File: src/rtl/cpu_types_pkg.sv
// Shared CPU/memory types: RAM status, data words and the arbiter's state and grant records.
package cpu_types_pkg;

  typedef logic [31:0] word_t;

  typedef enum logic [1:0] {
    FREE   = 2'd0,
    BUSY   = 2'd1,
    ACCESS = 2'd2,
    ERROR  = 2'd3
  } ramstate_t;

  typedef enum logic {
    IDLE  = 1'b0,
    GRANT = 1'b1
  } arbstate_t;

  // Wide enough for any practical core count; the arbiter uses only the low bits it needs.
  localparam int CORE_W = 8;

  typedef struct packed {
    logic [CORE_W-1:0] core;
    logic              isData;
  } arbgrant_t;

endpackage

File: src/rtl/rr_select.sv
// Round-robin pick: first asserted request at or after rr_i, wrapping from N-1 to 0.
module rr_select #(
  parameter int N = 2,
  parameter int W = (N > 1) ? $clog2(N) : 1
) (
  input  logic [N-1:0] req_i,
  input  logic [W-1:0] rr_i,
  output logic [W-1:0] idx_o,
  output logic         valid_o
);

  localparam int SW = W + 1;

  logic [W:0] cand_s;

  // Scan from the farthest offset down so the candidate closest to rr_i is written last and wins.
  always_comb begin
    idx_o   = '0;
    valid_o = 1'b0;
    cand_s  = '0;
    for (int k = N - 1; k >= 0; k--) begin
      cand_s  = {1'b0, rr_i} + SW'(k);
      cand_s  = (cand_s >= SW'(N)) ? (cand_s - SW'(N)) : cand_s;
      idx_o   = req_i[cand_s[W-1:0]] ? cand_s[W-1:0] : idx_o;
      valid_o = valid_o | req_i[cand_s[W-1:0]];
    end
  end

endmodule

File: src/rtl/mem_arbiter.sv
// Shared-RAM arbiter for per-core icache/dcache miss traffic: one word transaction per grant,
// data before instruction, round-robin over cores within each class.
module mem_arbiter
  import cpu_types_pkg::*;
#(
  parameter int CPUS = 2
) (
  input  logic                 CLK,
  input  logic                 nRST,
  input  logic      [CPUS-1:0] iREN,
  input  word_t     [CPUS-1:0] iaddr,
  output logic      [CPUS-1:0] iwait,
  output word_t     [CPUS-1:0] iload,
  input  logic      [CPUS-1:0] dREN,
  input  logic      [CPUS-1:0] dWEN,
  input  word_t     [CPUS-1:0] daddr,
  input  word_t     [CPUS-1:0] dstore,
  output logic      [CPUS-1:0] dwait,
  output word_t     [CPUS-1:0] dload,
  output logic                 ramREN,
  output logic                 ramWEN,
  output word_t                ramaddr,
  output word_t                ramstore,
  input  word_t                ramload,
  input  ramstate_t            ramstate
);

  localparam int IDXW = (CPUS > 1) ? $clog2(CPUS) : 1;

  arbstate_t       state_q, state_d;
  logic [IDXW-1:0] rr_q, rr_d;
  arbgrant_t       grant_q, grant_d;

  logic [CPUS-1:0] dreq_s;
  logic [IDXW-1:0] d_idx_s, i_idx_s;
  logic            d_valid_s, i_valid_s;
  logic [IDXW-1:0] gcore_s;
  logic [IDXW-1:0] rr_next_s;
  logic            live_s;
  logic            done_s;
  logic            unused_core_hi_s;

  assign dreq_s  = dREN | dWEN;
  assign gcore_s = grant_q.core[IDXW-1:0];
  assign unused_core_hi_s = ^grant_q.core;

  rr_select #(.N(CPUS), .W(IDXW)) u_sel_data (
    .req_i   (dreq_s),
    .rr_i    (rr_q),
    .idx_o   (d_idx_s),
    .valid_o (d_valid_s)
  );

  rr_select #(.N(CPUS), .W(IDXW)) u_sel_inst (
    .req_i   (iREN),
    .rr_i    (rr_q),
    .idx_o   (i_idx_s),
    .valid_o (i_valid_s)
  );

  // A grant completes only while its request is still up; a dropped request is a withdrawal.
  assign live_s    = grant_q.isData ? dreq_s[gcore_s] : iREN[gcore_s];
  assign done_s    = (state_q == GRANT) && live_s && (ramstate == ACCESS);
  assign rr_next_s = (gcore_s == IDXW'(CPUS - 1)) ? '0 : (gcore_s + IDXW'(1));

  // Next-state, pointer and grant-latch decisions.
  always_comb begin
    state_d = state_q;
    rr_d    = rr_q;
    grant_d = grant_q;
    case (state_q)
      IDLE: begin
        if (d_valid_s) begin
          grant_d.core   = CORE_W'(d_idx_s);
          grant_d.isData = 1'b1;
          state_d        = GRANT;
        end else if (i_valid_s) begin
          grant_d.core   = CORE_W'(i_idx_s);
          grant_d.isData = 1'b0;
          state_d        = GRANT;
        end else begin
          grant_d = '0;
        end
      end
      GRANT: begin
        if (done_s) begin
          state_d = IDLE;
          rr_d    = rr_next_s;
          grant_d = '0;
        end else if (!live_s) begin
          state_d = IDLE;
          grant_d = '0;
        end else begin
          state_d = GRANT;
        end
      end
      default: begin
        state_d = IDLE;
        grant_d = '0;
      end
    endcase
  end

  // State, round-robin pointer and grant latch.
  always_ff @(posedge CLK or negedge nRST) begin
    if (!nRST) begin
      state_q <= IDLE;
      rr_q    <= '0;
      grant_q <= '0;
    end else begin
      state_q <= state_d;
      rr_q    <= rr_d;
      grant_q <= grant_d;
    end
  end

  // RAM port mux and wait generation from the latched winner; write wins over read.
  always_comb begin
    iwait    = '1;
    dwait    = '1;
    ramREN   = 1'b0;
    ramWEN   = 1'b0;
    ramaddr  = '0;
    ramstore = '0;
    if (state_q == GRANT) begin
      if (grant_q.isData) begin
        ramaddr        = daddr[gcore_s];
        ramstore       = dstore[gcore_s];
        ramWEN         = dWEN[gcore_s];
        ramREN         = dREN[gcore_s] & ~dWEN[gcore_s];
        dwait[gcore_s] = ~done_s;
      end else begin
        ramaddr        = iaddr[gcore_s];
        ramREN         = iREN[gcore_s];
        iwait[gcore_s] = ~done_s;
      end
    end else begin
      ramaddr = '0;
    end
  end

  // Load data is broadcast; only the requester whose wait is low treats it as valid.
  always_comb begin
    for (int c = 0; c < CPUS; c++) begin
      iload[c] = ramload;
      dload[c] = ramload;
    end
  end

endmodule

File: config.mk
export PLATFORM = sky130hd
export DESIGN_NAME = mem_arbiter
export DESIGN_NICKNAME = d
export VERILOG_FILES = /design/src/rtl/cpu_types_pkg.sv /design/src/rtl/rr_select.sv /design/src/rtl/mem_arbiter.sv
export SDC_FILE = /design/constraint.sdc
export NUM_CORES = 1
export LEC_CHECK = 0
export ABC_AREA = 1
export CAP_MARGIN = 40
export CORE_AREA = 2 2 168 170
export CTS_CLUSTER_DIAMETER = 200
export DETAILED_ROUTE_END_ITERATION = 10
export DIE_AREA = 0 0 170 172
export GPL_ROUTABILITY_DRIVEN = 0
export GPL_TIMING_DRIVEN = 0
export PLACE_DENSITY_LB_ADDON = 0.2
export SYNTH_ARGS = -nofsm -noshare
export SYNTH_HDL_FRONTEND = slang
export SYNTH_HIERARCHICAL = 1
export SYNTH_SLANG_ARGS = --single-unit
File: constraint.sdc
create_clock -name CLK -period 2.7 [get_ports CLK]
set_input_delay 0.81 -clock CLK [delete_from_list [all_inputs] [get_ports CLK]]
set_output_delay 0.81 -clock CLK [all_outputs]
set_load 0.05 [all_outputs]
# Yosys cells after proc, flatten, opt, wreduce, memory -nomap -nowiden
# Cells that the tools add are included.
[op_classes]
n_eq_ne = 2
addsub = 4
n_reduce_logical = 4
mux = 54
bitwise_logic = 9
order_cmp = 6
[ops]
columns = ["operator", "count"]
rows = [
  ["$mux W32", 10],
  ["$mux W1", 33],
  ["$mux W2", 8],
  ["$lt A1 B2 Y1 const B", 3],
  ["$or A2 B2 Y2", 2],
  ["$pmux W2 S2", 1],
  ["$logic_and A1 B1 Y1", 3],
  ["$ne A3 B2 Y1 const B", 1],
  ["$not A1 Y1", 3],
  ["$add A1 B1 Y2 const B", 1],
  ["$eq A2 B2 Y1 const B", 1],
  ["$ge A1 B2 Y1 const B", 1],
  ["$ge A2 B2 Y1 const B", 1],
  ["$not A2 Y2", 1],
  ["$or A1 B1 Y1", 2],
  ["$pmux W1 S2", 1],
  ["$reduce_and A2 Y1", 1],
  ["$sub A1 B1 Y1 const B", 2],
  ["$add A1 B1 Y1 const B", 1],
  ["$and A1 B1 Y1", 1],
  ["$demux W1 S1", 1],
  ["$ge A1 B1 Y1 const B", 1],
]
[word_totals]
inputBits = 234
elab_cells = 83
register_bits = 4
out_inout_bits = 198

# Longest topological paths before layout
[logic_depth]
depth_word = 10
depth_mapped = 9
ltp_nobuf = 7

# Hierarchy
# Netlist, hierarchy kept.
[by_module_without_submodules]
columns = ["mod", "area_each_um2", "instances", "cells_each", "seq_area_each_um2"]
rows = [
  ["mem_arbiter", 2758.9, 1, 497, 100.1],
  ["rr_select", 18.8, 2, 4, 0.0],
]

# Worst setup path before layout
# OpenSTA, ideal clock, no wires.
[synth_path]
path_type = "reg-to-output"
startpoint = "reg grant_q, in the netlist gcore_s"
endpoint = "out ramaddr[28]"
required_ps = 1890
t_arrival_ps = 2095
stages_incl_launch_ff = 7
n_path_buf = 3
slack_ps = -205
cell_sequence = "dfrtp_1 buf_4 inv_1 buf_4 buf_2 nor2_1 o32ai_1"
[synth_between]
elab_chain_cells = 4
elab_cells_between_ends = 6
[synth_rtl]
columns = ["element", "line_no", "rtl"]
rows = [
  ["from (decl)", "mem_arbiter.sv:32", "arbgrant_t grant_q, grant_d;"],
  ["from (signal assigned)", "mem_arbiter.sv:113", "grant_q <= grant_d;"],
  ["$mux W32, on equally long branches (2 in series)", "mem_arbiter.sv:133, mem_arbiter.sv:127", ""],
  ["$mux W32 (*)", "mem_arbiter.sv:126", "if (grant_q.isData) begin"],
  ["$mux W32 (*)", "mem_arbiter.sv:125", "if (state_q == GRANT) begin"],
  ["to (decl)", "mem_arbiter.sv:22", "output word_t ramaddr,"],
]
# Mark *: on every way between the ends. The rest lies on a longest branch, timed or not. The select of a mux whose other input is x is not followed.

# Worst setup path after layout
[layout_path]
startpoint = "in dstore[1] (netlist name)"
endpoint = "out ramstore[1]"
[layout_between]
elab_chain_cells = 4
[layout_rtl]
columns = ["element", "line_no", "rtl"]
rows = [
  ["from (decl)", "mem_arbiter.sv:17", "input word_t [CPUS-1:0] dstore,"],
  ["$mux W32 (not written as such) (2 in series)", "mem_arbiter.sv:128", "ramstore = dstore[gcore_s];"],
  ["$mux W32", "mem_arbiter.sv:126", ""],
  ["$mux W32", "mem_arbiter.sv:125", ""],
  ["to (decl)", "mem_arbiter.sv:23", "output word_t ramstore,"],
]
# Every way passes these cells. The select of a mux whose other input is x is not followed.

==> metrics.md <==
| Metric | Value |
|---|---|
| Status | complete, no violations |
| Crit path required time | 1.89 ns |
| Setup Slack @ Placement | -0.817 ns |
| Rows | 61 |
| PortBufs | 399 |
| Drt wl/cell | 15.3 µm |
| Static Leak | 3.45 nW |
| Total GRT Usage | 11.9% |
| Final Util | 27.7% |
| Mean Syn Cell Area | 5.54 µm² |
| # fillers | 3,072 |
| Worst Hold Class | flip-flop to flip-flop |
| Clock buffer count from CTS | 3 |
| Post-DRT Antenna Nets | 0 |
| Boundary Pins | 432 |
| Worst path arrival time | 1.85 ns |
| Vias in the first global route | 4,770 |
| Total power | 6.96 mW |
| Worst R2R Path Depth | 18 |
| Syn Nets | 739 |
| Die area | 0.0292 mm² |
| DRT Wirelength | 19,400 µm |
| Ant diodes | 0 |
| Hold depth | 2 |
| Initial core utilization | 10.2% |
| Layout cell share with drive strength beyond 1 | 34.6% |
| Initial antenna violation count | 0 |
| Clk slew on worst S/H paths | 0.03 ns |
| Initial drt markers | 109 |
| Worst slew margin | 63.5% |
| First-pass GRT wire length | 26,900 µm |
| Cell variety after synth | 22 |
| CP endpoint kind | output port |
| F_max | 376 MHz |
| Final routed DRC violation total | 0 |
| Flops & latches, synth | 4 |
| Endpoints failing hold | 0 |
| Area grow syn2layout | 172% |
| Fin crit period | 2.66 ns |
| Root Buffer | clkbuf_16 |
| Min setup slack post-route | 0.0426 ns |
| Vias | 4,654 |
| Max Clock Skew | 0.00182 ns |
| Final Setup Violations | 0 |
| RSZ-0062 raised after global routing | yes |
| DR pass1 iterations | 4 |
| CP Max Fanout | 1 |
| Placed Cells | 1,250 |
| CTS tree | done |
| Final Instance Count excl. Fillers | 1,270 |
| Slew Limit Fails | 0 |
| Part of the cycle the worst path needs | 98.4% |
| Peak ir drop on the vdd network | 394 µV |
| Max cap viols | 0 |
| Largest net degree at the start of global routing | 11 |
| CP Class | input port to output port |
| Die Y | 172 µm |
| H-tree depth | 1 |
| Core Region | 0.0275 mm² |
| CTS max path bufs | 2 |
| Synth async-reset ratio | 100% |
| Post-layout nets | 1,160 |
| Worst-Skew Late Latency | 0.23 ns |
| Sequential element share of the synthesized area | 3.58% |
| Startpoint Class | input port |
| Ys flop type | dfrtp_1 |
| Pwr dens | 915 mW/mm² |
| Cells after Synth | 505 |
| Synthesis Warnings | 6 |
| Post-Synthesis Cell Area | 0.00280 mm² |
| Least-Margin Pin Slew | 0.547 ns |
| Post-route setup TNS | 0 ns |
| Die X | 170 µm |
| CTS sink cnt | 4 |
| GRT overflow | 0 |
| Cts hold-fix bufs | 0 |
| Vias per inst | 3.66 |
| Number of synthesized flops with an enable pin | 0 |
| DPL Wire Length | 16,400 µm |
==> through the flow <==
stage	hold slack [ns]	instance area (µm²)
final	0.509	7610
after global routing	0.561	7610
after CTS	0.513	7600
after detailed placement	0.507	7490
after global placement	0.502	7490
after floorplan	0.462	3060
==> per-layer routing <==
metal	wire length [µm]	vias up	global-route usage (%)	part of all wire (%)
met2	9980	246	22.8	51
met1	7620	2052	13.6	39
met3	1660	7	2.86	8.6
met4	123	0	1.45	0.63
li1	-	2349	-	-
met5	0	-	0	0
==> cell families after synthesis <==
logic type / Yosys count / share of synthesized area [%]
buffers and inverters: 173 / 42.5
flip-flops: 4 / 3.58
multiplexers: 2 / 0.716
AND/OR/NAND/NOR: 242 / 35.7
AO/OA/AOI/OAI: 84 / 17.5
==> what timing repair did <==
action | 4_1_cts | 5_1_grt
pin swaps | 12 | 38
buffers inserted | 15 | 2
setup endpoints to repair | 70 | 57
resized for setup | 394 | 103
==> critical path: stages <==
cell             delay [ns]
clkdlybuf4s50_1        0.46
nor2_1                 0.05
nor3_2                 0.15
clkdlybuf4s15_2        0.39
==> where the power goes <==
group | internal, mW | switching [mW] | total [mW]
sequential | 0.0927 | 0.0358 | 0.129
combinational | 2.17 | 4.43 | 6.60
clock | 0.190 | 0.0484 | 0.238
==> synthesized netlist by cell type (3+ instances only) <==
master	count	area, µm²
inv_1	10	37.5
a21oi_1	17	85.1
buf_2	16	80.1
nand2_2	3	18.8
o32ai_1	18	158
dfrtp_1	4	100
clkbuf_1	8	30.0
nor2_4	3	33.8
nand3_1	5	25.0
nor2_1	178	668
nand4_1	3	18.8
buf_4	136	1020
nand2_1	16	60.1
o21ai_0	47	235
nor3_1	31	155
==> state kept, by name, summed over array words and instances, names as in the netlist <==
register and flops:
state_q 1, rr_q 1, gcore_s 1, grant_q 1
==> area by class of cell <==
type	instances	area, µm²	area share (%)
Buffer	161	1180	15.5
Clock buffer	3	75.1	0.986
Inverter	12	45.0	0.592
Multi-Input combinational cell	328	1820	23.9
Sequential cell	4	101	1.33
Tap cell	346	433	5.69
Timing Repair Buffer	416	3960	52.0
==> worst paths after layout <==
kind                                           from                endpoint  slack, ns
worst max-delay path                      dstore[1]             ramstore[1]       0.04
worst min register to register     rr_q$_DFFE_PN0P_        rr_q$_DFFE_PN0P_       0.51
worst min-delay path               rr_q$_DFFE_PN0P_        rr_q$_DFFE_PN0P_       0.51
max in group asynchronous                      nRST  grant_q[0]$_DFFE_PN0P_       1.69
min in group asynchronous                      nRST        rr_q$_DFFE_PN0P_       0.80
worst max register to register  gcore_s$_DFFE_PN0P_  grant_q[0]$_DFFE_PN0P_       0.23
==> layout by cell type, fill, tap and decap left out, types with 6 or more instances in the layout <==
master,count
clkdlybuf4s50_1,301
nor2_1,174
buf_4,168
buf_2,36
nor3_2,25
o21ai_1,24
o21ai_0,24
o32ai_2,18
clkbuf_4,17
nand2_1,16
a21oi_1,16
dlymetal6s2s_1,16
buf_6,14
clkbuf_2,10
inv_1,8
nor3_1,6
dlygate4sd2_1,6
(Power assumes the default switching activity.)
